**src/rtl/elevator_scheduler.sv**
```systemverilog
// elevator_scheduler: SCAN-policy request scheduler for a single elevator car.
// Latches hall and cabin presses into a pending-floor mask and sequences the
// car through move-up, move-down and door-dwell phases.

module elevator_scheduler #(
    parameter int FLOORS  = 8,
    parameter int FLOOR_W = 3,
    parameter int DWELL   = 4
) (
    input  logic               clock,
    input  logic               reset,
    input  logic               off_btn,
    input  logic [FLOOR_W-1:0] position,
    input  logic               at_floor,
    input  logic               floor_req_valid,
    input  logic [FLOOR_W-1:0] floor_req,
    input  logic               cabin_req_valid,
    input  logic [FLOOR_W-1:0] cabin_req,
    output logic               motor_up,
    output logic               motor_down,
    output logic               door,
    output logic [FLOOR_W-1:0] target,
    output logic [FLOORS-1:0]  pending,
    output logic               busy
);

    typedef enum logic [1:0] {
        IDLE,
        MOVE_UP,
        MOVE_DOWN,
        DOOR_OPEN
    } state_t;

    localparam int                 CNT_W      = (DWELL > 1) ? $clog2(DWELL) : 1;
    localparam logic [CNT_W-1:0]   DWELL_LOAD = CNT_W'(DWELL - 1);
    localparam logic [FLOOR_W-1:0] TOP_FLOOR  = FLOOR_W'(FLOORS - 1);

    state_t               state, state_next;
    logic                 last_dir, last_dir_next;
    logic [CNT_W-1:0]     dwell_cnt, dwell_next;
    logic [FLOORS-1:0]    pending_q, pending_next;
    logic [FLOOR_W-1:0]   target_q, target_next;

    logic [FLOORS-1:0]    pos_mask, above_mask, below_mask;
    logic [FLOORS-1:0]    req_mask, latch_mask;
    logic [FLOOR_W-1:0]   lo_above, hi_below;
    logic                 pend_here, any_above, any_below;
    logic                 door_reload, clear_here;

    // One-hot decode of a floor index; indices at or beyond FLOORS decode to zero
    function automatic logic [FLOORS-1:0] decode_floor(input logic [FLOOR_W-1:0] idx);
        logic [FLOORS-1:0] m;
        m = '0;
        for (int i = 0; i < FLOORS; i++) begin
            if (FLOOR_W'(i) == idx) m[i] = 1'b1;
        end
        return m;
    endfunction

    // Position-relative masks and nearest pending stops above and below the car
    always_comb begin
        pos_mask   = '0;
        above_mask = '0;
        below_mask = '0;
        lo_above   = position;
        hi_below   = position;
        for (int i = 0; i < FLOORS; i++) begin
            if (FLOOR_W'(i) == position) pos_mask[i]   = 1'b1;
            if (FLOOR_W'(i) >  position) above_mask[i] = 1'b1;
            if (FLOOR_W'(i) <  position) below_mask[i] = 1'b1;
        end
        for (int i = FLOORS - 1; i >= 0; i--) begin
            if (pending_q[i] && (FLOOR_W'(i) > position)) lo_above = FLOOR_W'(i);
        end
        for (int i = 0; i < FLOORS; i++) begin
            if (pending_q[i] && (FLOOR_W'(i) < position)) hi_below = FLOOR_W'(i);
        end
    end

    assign pend_here = |(pending_q & pos_mask);
    assign any_above = |(pending_q & above_mask);
    assign any_below = |(pending_q & below_mask);

    // Incoming presses; a press for the floor the door is already open at only extends dwell
    always_comb begin
        req_mask = '0;
        if (floor_req_valid) req_mask = req_mask | decode_floor(floor_req);
        if (cabin_req_valid) req_mask = req_mask | decode_floor(cabin_req);
        latch_mask  = req_mask;
        door_reload = 1'b0;
        if (state == DOOR_OPEN && at_floor) begin
            latch_mask  = req_mask & ~pos_mask;
            door_reload = !off_btn && (|(req_mask & pos_mask));
        end
    end

    // SCAN next-state decision, direction memory and door dwell countdown
    always_comb begin
        state_next    = state;
        last_dir_next = last_dir;
        dwell_next    = dwell_cnt;
        clear_here    = 1'b0;
        case (state)
            IDLE: begin
                if (!off_btn) begin
                    if (at_floor && pend_here) begin
                        state_next = DOOR_OPEN;
                        clear_here = 1'b1;
                    end else if (any_above && any_below) begin
                        state_next = last_dir ? MOVE_UP : MOVE_DOWN;
                    end else if (any_above) begin
                        state_next = MOVE_UP;
                    end else if (any_below) begin
                        state_next = MOVE_DOWN;
                    end
                end
            end
            MOVE_UP: begin
                if (at_floor && (pend_here || off_btn)) begin
                    state_next    = DOOR_OPEN;
                    clear_here    = 1'b1;
                    last_dir_next = 1'b1;
                end else if (position == TOP_FLOOR) begin
                    state_next = IDLE;
                end else if (at_floor && !any_above) begin
                    state_next = IDLE;
                end
            end
            MOVE_DOWN: begin
                if (at_floor && (pend_here || off_btn)) begin
                    state_next    = DOOR_OPEN;
                    clear_here    = 1'b1;
                    last_dir_next = 1'b0;
                end else if (position == '0) begin
                    state_next = IDLE;
                end else if (at_floor && !any_below) begin
                    state_next = IDLE;
                end
            end
            DOOR_OPEN: begin
                if (door_reload) begin
                    dwell_next = DWELL_LOAD;
                end else if (dwell_cnt == '0) begin
                    state_next = IDLE;
                end else begin
                    dwell_next = dwell_cnt - CNT_W'(1);
                end
            end
            default: state_next = IDLE;
        endcase
        if (state != DOOR_OPEN && state_next == DOOR_OPEN) dwell_next = DWELL_LOAD;
    end

    // Pending mask update: new presses set bits, a stop clears its bit and wins over a same-edge press
    always_comb begin
        pending_next = '0;
        if (!off_btn) begin
            pending_next = (pending_q | latch_mask) & ~(clear_here ? pos_mask : '0);
        end
    end

    // Next stop shown to the datapath, chosen from the direction being entered
    always_comb begin
        target_next = position;
        case (state_next)
            MOVE_UP:   target_next = lo_above;
            MOVE_DOWN: target_next = hi_below;
            default:   target_next = position;
        endcase
    end

    // State, direction, dwell, pending and target registers with synchronous reset
    always_ff @(posedge clock) begin
        if (reset) begin
            state     <= IDLE;
            last_dir  <= 1'b1;
            dwell_cnt <= '0;
            pending_q <= '0;
            target_q  <= '0;
        end else begin
            state     <= state_next;
            last_dir  <= last_dir_next;
            dwell_cnt <= dwell_next;
            pending_q <= pending_next;
            target_q  <= target_next;
        end
    end

    assign motor_up   = (state == MOVE_UP);
    assign motor_down = (state == MOVE_DOWN);
    assign door       = (state == DOOR_OPEN);
    assign target     = target_q;
    assign pending    = pending_q;
    assign busy       = (state != IDLE) || (pending_q != '0);

endmodule

```
**config.mk**
```make
export PLATFORM = sky130hd
export DESIGN_NAME = elevator_scheduler
export DESIGN_NICKNAME = d
export VERILOG_FILES = /design/src/rtl/elevator_scheduler.sv
export SDC_FILE = /design/constraint.sdc
export NUM_CORES = 1
export LEC_CHECK = 0
export ABC_AREA = 1
export CORE_MARGIN = 1
export CORE_UTILIZATION = 49
export DETAILED_ROUTE_END_ITERATION = 7
export PLACE_DENSITY = 0.83
export SYNTH_ARGS = -nofsm -noshare
export SYNTH_HDL_FRONTEND = slang
export SYNTH_SLANG_ARGS = --single-unit
```
**constraint.sdc**
```tcl
create_clock -name clock -period 2.19 [get_ports clock]
set_input_delay 0.438 -clock clock [delete_from_list [all_inputs] [get_ports clock]]
set_output_delay 0.438 -clock clock [all_outputs]
set_load 0.02 [all_outputs]
```
==> results of run 1 <==
==> cell usage after synthesis, drive strengths merged <==
master,n
a21boi,1
a21oi,7
a22oi,1
a31oi,2
a32oi,2
buf,6
clkinv,2
dfxtp,16
ha,9
inv,48
nand2,104
nand3,33
nand4,12
nor2,38
nor3,1
o211ai,6
o21a,1
o21ai,15
o21bai,1
o31ai,3
==> sequential cells by signal, summed over array words and instances, names as in the netlist <==
signal and count:
last_dir 1, dwell_cnt 2, pending 8, target 3, state 2
==> cell families after synthesis <==
group,after synthesis
AND/OR/NAND/NOR,188
flip-flops,16
AO/OA/AOI/OAI,39
buffers and inverters,56
adder cells (fa/ha/maj),9
==> routing by layer <==
metal / share of wire (%) / up-vias / track usage (%)
met5: 0 / - / 0
met4: 6.1 / 0 / 13.7
met3: 9.7 / 58 / 3.47
met2: 47 / 209 / 55.2
met1: 37 / 1156 / 35.9
li1: - / 1166 / -
==> power breakdown <==
| group | internal [uW] | switching [uW] | total (uW) |
|---|---|---|---|
| Combinational | 407 | 544 | 951 |
| Sequential | 343 | 40.9 | 384 |
| Clock | 160 | 128 | 288 |
| Total | 910 | 713 | 1620 |
==> worst reg2reg max path, stage by stage, from the launching register on <==
cell and delay [ns]:
dfxtp_1 0.44, inv_1 0.11, nor2_1 0.15, nand2_2 0.08
nand2_2 0.09, nor2_4 0.05, nand2_2 0.09, nand3_2 0.10
nand2_1 0.07, o211ai_1 0.09, nand2_1 0.10, nand2_2 0.07
nand2_4 0.09, inv_4 0.05, ha_4 0.26, inv_4 0.04
o21ai_1 0.23, a21oi_2 0.05
==> through the flow <==
step	cell area [um^2]	instances	total power (uW)	utilization, %	hold WS (ns)
6_report	2880	438	1620	83.8	0.494
5_1_grt	2880	438	1690	83.8	0.530
4_1_cts	2590	430	1440	75.4	0.496
3_5_place_dp	2460	422	1080	71.6	0.485
3_3_place_gp	2460	422	1060	71.6	0.470
2_1_floorplan	1830	308	803	-	0.453
==> cells in the final DEF (no fill, tap or decap), types with 8 or more instances in the layout <==
cell type | netlist | layout
nand4_1 | 11 | 11
nand3_2 | 5 | 11
clkdlybuf4s50_1 | 0 | 15
nor2_1 | 28 | 17
nor2_4 | 3 | 12
buf_4 | 0 | 50
nand2_1 | 91 | 67
nor2_2 | 7 | 9
inv_1 | 43 | 35
buf_6 | 3 | 8
dfxtp_1 | 16 | 13
nand2_2 | 13 | 31
o21ai_0 | 13 | 10
nand3_1 | 27 | 21
==> worst max-delay path by stage <==
stage                                     start                        end  depth (start not counted)  slack (ns)
final                     pending[2]$_SDFF_PP0_       target[2]$_SDFF_PP0_                         17       -0.08
after global routing      pending[2]$_SDFF_PP0_       target[2]$_SDFF_PP0_                         17       -0.21
after CTS                          cabin_req[1]  dwell_cnt[1]$_SDFFE_PP0P_                         19       0.004
after detailed placement            position[1]       target[1]$_SDFF_PP0_                         17       -0.84
after global placement              position[1]       target[2]$_SDFF_PP0_                         21       -0.71
after floorplan             state[0]$_SDFF_PP0_       target[1]$_SDFF_PP0_                         15        0.04
==> what timing repair did <==
item                                    4_1_cts  5_1_grt
buffers inserted                              4        8
endpoints found under the setup margin       11        7
gates resized for setup                      48       95
hold endpoints to repair                      0        0
pin swaps                                    17       32
gates cloned                                  0        0
==> area by class of cell <==
type / count / area (um^2)
Multi-Input combinational cell: 236 / 1510
Tap cell: 46 / 57.6
Fill cell: 211 / 558
Inverter: 50 / 208
Clock buffer: 4 / 55.1
Sequential cell: 16 / 324
Timing Repair Buffer: 86 / 729
==> metrics.md, run 1 <==
| Metric | Value |
|---|---|
| Fin. Hold Viols | 0 |
| Setup total negative slack | -0.198 ns |
| Cell Area, Synth | 0.00182 mm^2 |
| Number of core rows | 21 |
| Die area | 0.00397 mm^2 |
| Period utilization | 104% |
| Worst setup margin | -0.0850 ns |
| Bufs on Longest Clock Path | 2 |
| Hold depth | 2 |
| Cell count after synthesis | 308 |
| Initial core utilization | 53.0% |
| H-tree depth | 1 |
| CTS tree | built |
| Top delay family on crit path | simple AND/OR/NAND/NOR gates |
| MaxCap Viol Count | 0 |
| Avg Inst Size Synth | 5.92 um^2 |
| DR pass1 iterations | 5 |
| Crit path kind | reg -> reg |
| Vias/cell | 5.91 |
| CTS clock-pin slew for the worst setup and hold paths | ~0.080 ns |
| Post-synthesis compound-gate area fraction | about 14% |
| CP Capture Type | register |
| DRC | 0 |
| Crit start category | register |
| CP max FO | 6 |
| Xor and xnor area share after synthesis | 0% |
| Total GRT Usage | 30.7% |
| Leakage | 0.00151 uW |
| Slew HR | 80.3% |
| Buf/Inv on CP | 3 |
| Area delta synth->final | 58.1% |
| Share of the synthesized area in the top cell type | around a fifth |
| Status | finished with violations |
| Sequential fraction of the synthesis area | 17.6% |
| Reg2reg setup slack | -0.08 ns |
| Vias in the first global route | 2174 |
| Main combinational cell family by area after synthesis | simple AND/OR/NAND/NOR gates |
| Max-slew violation count | 0 |
| Syn Nets | ~330 |
| Final min period | 2.27 ns |
| GR Overflow Total | 0 |
| Hold WC Path Type | reg -> reg |
| Antenna violations before repair | 0 |
| Arr. time, crit path | 2.42 ns |
| Tightest Pin Transition | 0.293 ns |
| Max Freq | 440 MHz |
| Final net count | roughly 420 |
| WL per Instance | 16.8 um |
| Total Routed Length | roughly 7400 um |
| Core Region | between 0.003 and 0.004 mm^2 |
| CTS Sinks | 16 |
| Share of layout cells above drive strength 1 | 43.4% |
| Peak VDD IR | 0.478 mV |
| Adder-cell share of the synthesized area | 6.17% |
| Ant diodes | 0 |
| Syn. warnings | 0 |
| Drt initial violations | 268 |
| WP data required | about 2.3 ns |
| Dpl ws | -0.842 ns |
| Pwr per Cell Area | 563 mW/mm^2 |
| Main area contributors after synthesis | nand2_1 (19%), dfxtp_1 (18%), inv_1 (8.8%) |
| Hold-fix buffers, CTS | 0 |
| RD Place Congestion | 0.943 |
| Seq cells post-synth | 16 |
| Failing checks | negative setup slack |
| Worst r2r dst | target[2]$_SDFF_PP0_ |
| Chip Height | 63.0 um |
| Worst Hold Path EP | dwell_cnt[0]$_SDFFE_PP0P_ |
| CTS Root Cell | clkbuf_8 |
| # port buffers | 29 |
| Clock Latency Late Sink | 0.26 ns |
| Pin count of the biggest net entering global routing | 10 |
| Most area-hungry cell type in the Yosys netlist | nand2_1 |
| Reg-to-reg startpoint | pending[2]$_SDFF_PP0_ |
| CP peak stage delay | 0.44 ns |
| Cell Chain, Critical Path | inv_1, nor2_1, nand2_2, nand2_2, nor2_4, nand2_2, nand3_2, nand2_1, o211ai_1, nand2_1, nand2_2, nand2_4, inv_4, ha_4, inv_4, o21ai_1, a21oi_2 |
| Routed vias | 2589 |
| RSZ-0062 raised after global routing | true |
| Hold_sp | dwell_cnt[0]$_SDFFE_PP0P_ |
| Post-detail-place hpwl | 4500 um |
| Distinct cells, synth | 33 |
| Setup violations, final | 3 |
| Most frequent CP cell | nand2_2 |
| Mux cell area share after synthesis | 0% |
| CP max-delay cell | dfxtp_1 |
| First-pass GRT wire length | 9610 um |
| Worst reg2reg path depth | 17 |
| Worst Skew | a little under 0.006 ns |
| TritonCTS Buffers | 3 |
| Number of top-level pins | 30 |
| Post-synthesis simple-gate area fraction | between 40 and 50% |
| ANT nets after route | 0 |
| Die W | 63.0 um |
No activity file was read; power rests on OpenSTA's default activity.
==> run 2: changes to the inputs <==
--- a/config.mk
+++ b/config.mk
@@ -6,10 +6,11 @@
 export NUM_CORES = 1
 export LEC_CHECK = 0
 export ABC_AREA = 1
+export ABC_CLOCK_PERIOD_IN_PS = 2190
 export CORE_MARGIN = 1
 export CORE_UTILIZATION = 49
 export DETAILED_ROUTE_END_ITERATION = 7
-export PLACE_DENSITY = 0.83
+export PLACE_DENSITY_LB_ADDON = 0.3
 export SYNTH_ARGS = -nofsm -noshare
 export SYNTH_HDL_FRONTEND = slang
 export SYNTH_SLANG_ARGS = --single-unit
==> run 2 against run 1 <==
The run still ends with negative setup slack left. Clock skew fell by 0.0041 ns. Sequential cell count did not move. Final cell count fell by 0.91%. Critical endpoint is now target[0]$_SDFF_PP0_. Largest power group unchanged.
==> metrics.md, run 2 (synthesis results as in run 1) <==
| Metric | Value |
|---|---|
| Total GRT Usage | 30.6% (was 30.7%) |
| Die area | 0.00397 mm^2 (unchanged) |
| Arr. time, crit path | 2.53 ns (was 2.42 ns) |
| Drt initial violations | 364 (was 268) |
| Final min period | 2.38 ns (was 2.27 ns) |
| Largest register FFs | 8 (unchanged) |
| Bufs on Longest Clock Path | 2 (unchanged) |
| WHS | 0.495 ns (was 0.494 ns) |
| Leakage | 0.00149 uW (was 0.00151 uW) |
| Commonest non-fill, non-tap cell in the layout | nand2_1 (unchanged) |
| WP data required | 2.34 ns (was 2.33 ns) |
| Period utilization | 109% (was 104%) |
| CTS clock-pin slew for the worst setup and hold paths | 0.07 ns (was 0.08 ns) |
| CP max FO | 7 (was 6) |
| Buf/Inv on CP | 7 (was 3) |
| Count of non-filler cells in the finished layout | 434 (was 438) |
| WL per Instance | 16.1 um (was 16.8 um) |
| Clock Latency Late Sink | 0.26 ns (about the same) |
| DR pass1 iterations | 5 (unchanged) |
| Crit start category | input port (was register) |
| Chip Height | 63.0 um (unchanged) |
| Initial core utilization | 53.0% (unchanged) |
| Die W | 63.0 um (unchanged) |
| CP peak stage delay | 0.27 ns (was 0.44 ns) |
| Total Routed Length | 6980 um (was 7370 um) |
| TritonCTS Buffers | 3 (unchanged) |
| RD Place Congestion | 0.971 (was 0.943) |
| Crit path kind | in -> reg (was reg -> reg) |
| Status | finished with violations (unchanged) |
| Peak VDD IR | 0.340 mV (was 0.478 mV) |
| Post-detail-place hpwl | 4120 um (was 4500 um) |
| Number of core rows | 21 (unchanged) |
| CTS Root Cell | clkbuf_8 (unchanged) |
| Antenna violations before repair | 0 (unchanged) |
| Top delay family on crit path | simple AND/OR/NAND/NOR gates (unchanged) |
| ANT nets after route | 0 (unchanged) |
| Number of top-level pins | 30 (unchanged) |
| CP max-delay cell | ha_4 (was dfxtp_1) |
| Core Region | 0.00344 mm^2 (unchanged) |
| Cell Chain, Critical Path | buf_8, buf_8, buf_12, nand3_4, clkinv_4, a21oi_4, nor2_4, nand3_2, nand2_2, nand2_2, nand2_1, nand2_1, inv_1, nand2_1, nand2_2, nand2_4, inv_4, ha_4, inv_6, o21ai_1, a31oi_1 (was inv_1, nor2_1, nand2_2, nand2_2, nor2_4, nand2_2, nand3_2, nand2_1, o211ai_1, nand2_1, nand2_2, nand2_4, inv_4, ha_4, inv_4, o21ai_1, a21oi_2) |
| CTS Sinks | 16 (unchanged) |
| Vias/cell | 5.83 (was 5.91) |
| CTS tree | built (unchanged) |
| GR Overflow Total | 0 (unchanged) |
| Routed vias | 2530 (was 2589) |
| Setup violations, final | 6 (was 3) |
| Pwr per Cell Area | 575 mW/mm^2 (was 563 mW/mm^2) |
| DRC | 0 (unchanged) |
| # port buffers | 29 (unchanged) |
| MaxCap Viol Count | 0 (unchanged) |
| Final Util | 82.5% (was 83.8%) |
| Ant diodes | 0 (unchanged) |
| Worst Skew | 0.00166 ns (was 0.00579 ns) |
| Hold-fix buffers, CTS | 0 (unchanged) |
| Max-slew violation count | 0 (unchanged) |
| Pin count of the biggest net entering global routing | 10 (unchanged) |
| Placed cells | 416 (was 422) |
| Commonest non-fill, non-tap cells in the layout | nand2_1 (77), buf_4 (46), inv_1 (38) (was nand2_1 (67), buf_4 (50), inv_1 (35)) |
| Share of layout cells above drive strength 1 | 36.6% (was 43.4%) |
| RSZ-0062 raised after global routing | true (unchanged) |
| Fin. Hold Viols | 0 (unchanged) |
| Hold WC Path Type | reg -> reg (unchanged) |
| Tightest Pin Transition | 0.419 ns (was 0.293 ns) |
| Final net count | 413 (was 417) |
| Max Freq | 420 MHz (was 440 MHz) |
| Vias in the first global route | 2204 (was 2174) |
| Slew HR | 71.8% (was 80.3%) |
| Area delta synth->final | 55.7% (was 58.1%) |
| First-pass GRT wire length | 9590 um (was 9610 um) |
| Worst setup margin | -0.192 ns (was -0.0850 ns) |
| Failing checks | negative setup slack (unchanged) |
| H-tree depth | 1 (unchanged) |
| CP Capture Type | register (unchanged) |
## run 2: changes by cell type in the layout (fill, tap and decap cells not counted), sizes merged
| cell | change |
|---|---|
| dlygate4sd2 | +4 |
| buf | -4 |
| clkdlybuf4s15 | +1 |
| clkinv | +1 |
| inv | -1 |
| clkbuf | -5 |
## run 2: worst reg2reg max path, stage by stage, from the launching register on
cell,delay (ns)
dfxtp_1,0.44
inv_1,0.11
nor2_1,0.14
nand2_2,0.08
nand2_2,0.10
nor2_4,0.05
nand3_2,0.10
nand2_2,0.09
nand2_2,0.08
nand2_1,0.05
nand2_1,0.11
inv_1,0.07
nand2_1,0.07
nand2_2,0.08
nand2_4,0.11
inv_4,0.04
ha_4,0.27
inv_6,0.04
o21ai_1,0.13
a31oi_1,0.06
## run 2: final timing paths
path	cells past startpoint	end	slack, ns	start
worst min-delay path	2	dwell_cnt[0]$_SDFFE_PP0P_	0.49	dwell_cnt[0]$_SDFFE_PP0P_
worst max register to register	19	target[0]$_SDFF_PP0_	-0.17	pending[3]$_SDFF_PP0_
worst min register to register	2	dwell_cnt[0]$_SDFFE_PP0P_	0.49	dwell_cnt[0]$_SDFFE_PP0P_
worst max-delay path	21	target[0]$_SDFF_PP0_	-0.19	position[1]
## run 2: per-stage QoR
step                      setup slack [ns]  cell area [um^2]  power (uW)  TNS [ns]
after floorplan                     0.0355              1830         803         0
after CTS                          0.00238              2630        1450         0
after detailed placement            -0.878              2430        1080     -5.97
after global routing                -0.343              2840        1720     -1.59
final                               -0.192              2840        1630    -0.733
after global placement              -0.821              2430        1060     -5.65
## run 2: layer usage
layer | global-route usage [%] | up-vias | routed length [um]
met5 | 0 | - | 0
met4 | 18.6 | 0 | 388
met3 | 3.83 | 55 | 698
met2 | 51.7 | 206 | 3140
met1 | 36.4 | 1115 | 2750
li1 | - | 1154 | -
## run 2: cell type report
class	instances	area, um^2
Multi-Input combinational cell	236	1480
Inverter	50	210
Sequential cell	16	322
Clock buffer	4	55.1
Fill cell	199	602
Tap cell	46	57.6
Timing Repair Buffer	82	717
## run 2: what timing repair did
action | in CTS | in global routing
setup endpoints to repair | 8 | 8
buffers inserted | 9 | 5
pin swaps | 22 | 23
gates resized for setup | 54 | 55
## run 2: report_power, final
part           switching (uW)  internal [uW]  total, uW  leakage [uW]
registers                35.6            344        379      0.000131
logic                     540            429        969       0.00133
clock network             125            160        286     0.0000288
